$ cat config.mk
export PLATFORM = sky130hd
export DESIGN_NAME = mdu_iter_flat
export DESIGN_NICKNAME = d
export VERILOG_FILES = /design/src/rtl/mdu_iter_if.sv /design/src/rtl/mdu_iter.sv /design/src/flat_wrapper.sv
export SDC_FILE = /design/constraint.sdc
export NUM_CORES = 1
export LEC_CHECK = 0
export ABC_CLOCK_PERIOD_IN_PS = 3000
export CAP_MARGIN = 20
export CORE_ASPECT_RATIO = 1.4
export CORE_MARGIN = 5
export CORE_UTILIZATION = 54
export CTS_BUF_LIST = sky130_fd_sc_hd__clkbuf_8
export DETAILED_ROUTE_END_ITERATION = 6
export PLACE_DENSITY = 0.77
export SETUP_SLACK_MARGIN = 0.1
export SLEW_MARGIN = 20
export SYNTH_ARGS = -nofsm -noshare
export SYNTH_HDL_FRONTEND = slang
export SYNTH_SLANG_ARGS = --single-unit
$ cat constraint.sdc
create_clock -name clk -period 3 [get_ports clk]
set_input_delay 0.6 -clock clk [delete_from_list [all_inputs] [get_ports clk]]
set_output_delay 0.6 -clock clk [all_outputs]
set_load 0.02 [all_outputs]
$ cat src/rtl/mdu_iter_if.sv
// ============================================================================
// Module  : mdu_iter_if
// Brief   : Handshake/data bundle between the control path and the iterative MDU.
// Revision: 1.0 - initial release
// ============================================================================
`default_nettype none

interface mdu_iter_if #(
    parameter int WIDTH = 32
);
    logic             start;
    logic [1:0]       op;
    logic [WIDTH-1:0] a;
    logic [WIDTH-1:0] b;
    logic             hi_we;
    logic             lo_we;
    logic [WIDTH-1:0] wr_data;
    logic             busy;
    logic             done;
    logic [WIDTH-1:0] hi;
    logic [WIDTH-1:0] lo;

    modport master (
        output start, op, a, b, hi_we, lo_we, wr_data,
        input  busy, done, hi, lo
    );

    modport slave (
        input  start, op, a, b, hi_we, lo_we, wr_data,
        output busy, done, hi, lo
    );
endinterface

`default_nettype wire

$ cat src/rtl/mdu_iter.sv
// ============================================================================
// Module  : mdu_iter
// Brief   : Iterative MULT/MULTU/DIV/DIVU unit with architectural HI/LO pair.
// Revision: 1.0 - initial release
// ============================================================================
`default_nettype none

module mdu_iter #(
    parameter int WIDTH = 32
) (
    input  logic      clk,
    input  logic      rst,
    mdu_iter_if.slave bus
);
    localparam int CNT_W = $clog2(WIDTH);

    typedef enum logic [2:0] {
        ST_IDLE   = 3'd0,
        ST_CALC   = 3'd1,
        ST_FIX    = 3'd2,
        ST_COMMIT = 3'd3,
        ST_DONE   = 3'd4
    } state_t;

    state_t             r_state;
    state_t             w_next;
    logic [CNT_W-1:0]   r_count;
    logic [2*WIDTH-1:0] r_acc;
    logic [WIDTH-1:0]   r_addend;
    logic [WIDTH-1:0]   r_a_orig;
    logic [WIDTH-1:0]   r_hi;
    logic [WIDTH-1:0]   r_lo;
    logic               r_is_div;
    logic               r_signed;
    logic               r_sign_a;
    logic               r_sign_b;
    logic               r_b_zero;
    logic               w_busy;
    logic               w_accept;
    logic               w_last;

    assign w_last = (r_count == CNT_W'(WIDTH - 1));

    always_ff @(posedge clk) begin
        if (rst) r_state <= ST_IDLE;
        else     r_state <= w_next;
    end

    // COMMIT sits between FIX and DONE so that the result lands one edge after the fix-up.
    always_comb begin
        w_next   = r_state;
        w_busy   = 1'b0;
        w_accept = 1'b0;
        case (r_state)
            ST_IDLE: begin
                w_accept = bus.start;
                if (bus.start) w_next = ST_CALC;
            end
            ST_CALC: begin
                w_busy = 1'b1;
                if (w_last) w_next = ST_FIX;
            end
            ST_FIX: begin
                w_busy = 1'b1;
                w_next = ST_COMMIT;
            end
            ST_COMMIT: begin
                w_busy = 1'b1;
                w_next = ST_DONE;
            end
            ST_DONE: begin
                w_accept = bus.start;
                w_next   = bus.start ? ST_CALC : ST_IDLE;
            end
            default: w_next = ST_IDLE;
        endcase
    end

    // Operand conditioning at capture time.
    logic             w_op_signed;
    logic             w_op_div;
    logic [WIDTH-1:0] w_abs_a;
    logic [WIDTH-1:0] w_abs_b;

    assign w_op_signed = ~bus.op[0];
    assign w_op_div    = bus.op[1];
    assign w_abs_a     = (w_op_signed && bus.a[WIDTH-1]) ? -bus.a : bus.a;
    assign w_abs_b     = (w_op_signed && bus.b[WIDTH-1]) ? -bus.b : bus.b;

    // Shift-add step: upper half accumulates the multiplicand, multiplier drains from the bottom.
    logic [WIDTH:0]     w_msum;
    logic [2*WIDTH-1:0] w_mstep;

    assign w_msum  = {1'b0, r_acc[2*WIDTH-1:WIDTH]} + {1'b0, r_addend};
    assign w_mstep = r_acc[0] ? {w_msum, r_acc[WIDTH-1:1]} : {1'b0, r_acc[2*WIDTH-1:1]};

    // Restoring step: remainder in the upper half, dividend/quotient in the lower half.
    logic [WIDTH:0]     w_trial;
    logic [WIDTH:0]     w_diff;
    logic [2*WIDTH-1:0] w_dstep;

    assign w_trial = r_acc[2*WIDTH-1:WIDTH-1];
    assign w_diff  = w_trial - {1'b0, r_addend};
    assign w_dstep = w_diff[WIDTH] ? {w_trial[WIDTH-1:0], r_acc[WIDTH-2:0], 1'b0}
                                   : {w_diff[WIDTH-1:0],  r_acc[WIDTH-2:0], 1'b1};

    // Sign fix-up and divide-by-zero override.
    logic               w_neg_res;
    logic [2*WIDTH-1:0] w_prod_fix;
    logic [WIDTH-1:0]   w_quot_fix;
    logic [WIDTH-1:0]   w_rem_fix;
    logic [2*WIDTH-1:0] w_fix;

    assign w_neg_res  = r_signed && (r_sign_a ^ r_sign_b);
    assign w_prod_fix = w_neg_res ? -r_acc : r_acc;
    assign w_quot_fix = w_neg_res ? -r_acc[WIDTH-1:0] : r_acc[WIDTH-1:0];
    assign w_rem_fix  = (r_signed && r_sign_a) ? -r_acc[2*WIDTH-1:WIDTH]
                                               : r_acc[2*WIDTH-1:WIDTH];
    assign w_fix      = !r_is_div ? w_prod_fix
                      : r_b_zero  ? {r_a_orig, {WIDTH{1'b1}}}
                      :             {w_rem_fix, w_quot_fix};

    always_ff @(posedge clk) begin
        if (rst) begin
            r_count  <= '0;
            r_acc    <= '0;
            r_addend <= '0;
            r_a_orig <= '0;
            r_is_div <= 1'b0;
            r_signed <= 1'b0;
            r_sign_a <= 1'b0;
            r_sign_b <= 1'b0;
            r_b_zero <= 1'b0;
        end else if (w_accept) begin
            r_count  <= '0;
            r_acc    <= {{WIDTH{1'b0}}, (w_op_div ? w_abs_a : w_abs_b)};
            r_addend <= w_op_div ? w_abs_b : w_abs_a;
            r_a_orig <= bus.a;
            r_is_div <= w_op_div;
            r_signed <= w_op_signed;
            r_sign_a <= bus.a[WIDTH-1];
            r_sign_b <= bus.b[WIDTH-1];
            r_b_zero <= (bus.b == '0);
        end else if (r_state == ST_CALC) begin
            r_acc   <= r_is_div ? w_dstep : w_mstep;
            r_count <= r_count + CNT_W'(1);
        end else if (r_state == ST_FIX) begin
            r_acc <= w_fix;
        end
    end

    // A write in the DONE cycle lands after the result, so it wins.
    always_ff @(posedge clk) begin
        if (rst) begin
            r_hi <= '0;
            r_lo <= '0;
        end else if (r_state == ST_COMMIT) begin
            r_hi <= r_acc[2*WIDTH-1:WIDTH];
            r_lo <= r_acc[WIDTH-1:0];
        end else if (!w_busy) begin
            if (bus.hi_we) r_hi <= bus.wr_data;
            if (bus.lo_we) r_lo <= bus.wr_data;
        end
    end

    assign bus.busy = w_busy;
    assign bus.done = (r_state == ST_DONE);
    assign bus.hi   = r_hi;
    assign bus.lo   = r_lo;
endmodule

`default_nettype wire
$ cat src/flat_wrapper.sv
// flat-port wrapper written by rule: the top's interface ports become plain ports
module mdu_iter_flat 
#(
    parameter int WIDTH = 32
)
  (clk, rst, bus_start, bus_op, bus_a, bus_b, bus_hi_we, bus_lo_we, bus_wr_data, bus_busy, bus_done, bus_hi, bus_lo);
  mdu_iter_if #(.WIDTH(WIDTH)) bus_i ();
  input  logic clk;
  input  logic rst;
  input wire logic [$bits(bus_i.start)-1:0] bus_start;
  input wire logic [$bits(bus_i.op)-1:0] bus_op;
  input wire logic [$bits(bus_i.a)-1:0] bus_a;
  input wire logic [$bits(bus_i.b)-1:0] bus_b;
  input wire logic [$bits(bus_i.hi_we)-1:0] bus_hi_we;
  input wire logic [$bits(bus_i.lo_we)-1:0] bus_lo_we;
  input wire logic [$bits(bus_i.wr_data)-1:0] bus_wr_data;
  output wire logic [$bits(bus_i.busy)-1:0] bus_busy;
  output wire logic [$bits(bus_i.done)-1:0] bus_done;
  output wire logic [$bits(bus_i.hi)-1:0] bus_hi;
  output wire logic [$bits(bus_i.lo)-1:0] bus_lo;
  assign bus_i.start = bus_start;
  assign bus_i.op = bus_op;
  assign bus_i.a = bus_a;
  assign bus_i.b = bus_b;
  assign bus_i.hi_we = bus_hi_we;
  assign bus_i.lo_we = bus_lo_we;
  assign bus_i.wr_data = bus_wr_data;
  assign bus_busy = bus_i.busy;
  assign bus_done = bus_i.done;
  assign bus_hi = bus_i.hi;
  assign bus_lo = bus_i.lo;
  mdu_iter #(.WIDTH(WIDTH)) u_core (.clk(clk), .rst(rst), .bus(bus_i));
endmodule
==> run metrics <==
Synth Register Bits about 200; fin area around 24,000 sq um; crit-path max FO 4; Post-CTS Hold Fix Bufs 0; core area 30,000 sq um; Worst Setup Path Type reg -> reg; worst slack, placed -0.526 ns; Hold WC Path Type reg -> reg; Slew HR 32.8%; crit path DAT around 3.6 ns; total power divided by cell area 452 nW/um^2; Synth Warn # 0; CTS tree done; Area Growth Syn to Fin 42.6%; DIE WIDTH between 150 and 200 um; IO buf count roughly 170; largest net degree at the start of global routing around 170; Synthesized Nets 2,466; synthesized area per cell 7.19 sq um; H-tree depth 2; Starting Density ~55%; Final period util 105%; routability cong. between 1 and 1.5; share of flip-flops with an asynchronous set or reset 0%; Final #Nets a little under 3,000; Peak supply drop between 0.4 and 0.5 mV; register area share after synthesis between 20 and 25%; commonest non-fill, non-tap cell in the layout buf_4; Worst EP required ~3.4 ns; status finished, violations left; Tot Pwr around 11 mW; Slew @ Worst Pin around 1.0 ns; number of fill cells roughly 2,100; placed cell count 3,053; Critical Path Max Stage Delay approximately 0.53 ns; Max Cap Violations 0; Unique masters post-synth a little over 70; Total GRT Usage approximately two fifths; crit start category flop; Period minus WS final between 3 and 4 ns; failing checks negative setup slack; RSZ-0062 raised after global routing yes; first-pass GRT wire length around 110 mm; DP Area around 21,000 sq um; Final ANT Viol Nets 0; final WL a little under 80 mm; Clock Latency Late Sink roughly 0.57 ns; via count between 20,000 and 25,000; row cnt 75; CTS max path bufs 3; DR WL/cell 24.6 um; GRT Residual Overflow 0; I/O pin total about 170; crit path cell chain or4_4 -> or4_4 -> or3_4 -> a21oi_4 -> nand3b_2 -> or4b_4 -> nor2_2 -> nor2_1 -> o221ai_2 -> nor3_2; Layout Cells excl Fill 3,153; setup TNS -0.656 ns; EDFF count, synth 0; CTS root buf clkbuf_8; vias per cell between 6 and 7; crit path max-delay cell type or4_4; placed wire-length estimate approximately 56 mm; die footprint approximately 34,000 sq um; initial antenna violation count 1; DRC Markers 0; Hold Vio Cnt, Final 0; most frequent cells in the layout 388 x buf_4, 272 x nand2_1, 252 x nor2_1; Leak 9.85 nW; Cell Area, Synth around 16,000 sq um; vias in the first global route a little under 20,000; Die Ht about 220 um; setup ws final -0.162 ns; Max Slew Vio Count 0; fmax around 320 MHz; Final Util just under 80%; Clock Skews between 0.03 and 0.04 ns; Num CTS Buffers 36; # setup viols final 12; Iter 0 DRT Violations around 2,400; # clock sinks between 200 and 250; fraction of layout cells with a size suffix above 1 26.5%; Worst-path clk slew around 0.070 ns; Min Hold Slack between 0.4 and 0.5 ns; Synth Flop Type dfxtp_1; Top cell by count, worst path or4_4; cell count after synthesis ~2,300; drt first pass iters 7; crit end category flop
==> registers in the layout, indices dropped and copies added (netlist names) <==
register         cells
u_core.r_acc        64
u_core.bus.hi       32
u_core.bus.lo       32
u_core.r_a_orig     32
u_core.r_addend     32
u_core.r_count       5
u_core.r_state       3
u_core.r_b_zero      1
u_core.r_is_div      1
u_core.r_sign_b      1
u_core.r_signed      1
==> cells in the mapped netlist (9+ instances only) <==
library cell  instances  area [sq um]
or4_1                15           113
nand4_1              16           100
o31ai_1              20           150
a22oi_1              14           105
mux2i_1             110          1100
inv_1                56           210
o22ai_1              17           106
xor2_1               61           534
nor2b_1              12          75.1
a221oi_1             11          96.3
nor3_1               49           245
xnor2_1              88           771
nand2_1             290          1090
a21o_1               23           173
nor2_1              274          1030
clkbuf_1            160           601
a31oi_1              18           113
dfxtp_1             204          4080
nand3_1              26           130
o21ai_0             123           616
ha_1                 70           876
and2_1               10          62.6
or3_1                14          87.6
a211oi_1            109           818
o221ai_1             17           149
and3_1               11          68.8
nand2b_1             23           144
buf_1                13          48.8
nor4_1               25           156
o41ai_1               9          78.8
a21oi_1             244          1220
o211ai_1             45           338
==> cell type report <==
| type | count | area [sq um] | area share [%] |
|---|---|---|---|
| multi-input cells | 1855 | 12800 | 54.5 |
| repair buffers | 589 | 5120 | 21.8 |
| flip-flops and latches | 204 | 4150 | 17.7 |
| clock buffers | 44 | 606 | 2.58 |
| well taps | 385 | 482 | 2.05 |
| inverters | 57 | 219 | 0.932 |
| clock inverters | 17 | 109 | 0.463 |
| diodes | 2 | 5.00 | 0.0213 |
==> power by group <==
part	internal (mW)	leakage, nW	switching [mW]	total, mW
Sequential	2.91	1.69	0.200	3.11
Clock	1.42	0.408	1.29	2.71
Combinational	2.13	7.76	2.67	4.80
Total	6.46	9.85	4.16	10.6
==> repair_timing <==
item / CTS / global route
endpoints found under the setup margin: 37 / 59
cloned: 3 / 1
buffers inserted: 16 / 18
hold endpoints to repair: 0 / 0
gates resized for setup: 193 / 158
pin swaps: 55 / 85
==> path summary, 6_finish.rpt <==
path,start,endpoint,slack (ns),cells past startpoint
max,u_core.r_acc[23],u_core.r_acc[48],-0.16,10
min,u_core.r_a_orig[25],u_core.r_a_orig[25],0.46,2
max reg2reg,u_core.r_acc[23],u_core.r_acc[48],-0.16,10
min reg2reg,u_core.r_a_orig[25],u_core.r_a_orig[25],0.46,2
==> worst max-delay path: cells and delay by family (launching register included) <==
family           cells  cell delay, ns
flip-flops           1            0.36
AO/OA/AOI/OAI        2            0.38
AND/OR/NAND/NOR      8            2.29
==> metal layers <==
layer	share of wire, %	wire length, um	track usage, %
met5	0	0	0
met4	8.8	6780	27.1
met3	9.9	7700	7.58
met2	45	35100	68.1
met1	36	27800	50.5
==> kinds of logic (layout without fill, tap and decap cells) <==
family / count (synthesis) / in the layout / synth area share [%]
other: 0 / 2 / 0
xor gates and xnor gates: 149 / 149 / 7.92
DFF: 204 / 204 / 24.8
AOI/OAI and AO/OA: 725 / 725 / 28.0
and+or+nand+nor: 795 / 795 / 21.5
adders and majority gates: 72 / 72 / 5.56
muxes: 114 / 114 / 6.95
buffers and inverters: 232 / 707 / 5.34
No activity file was read; power rests on OpenSTA's default activity.
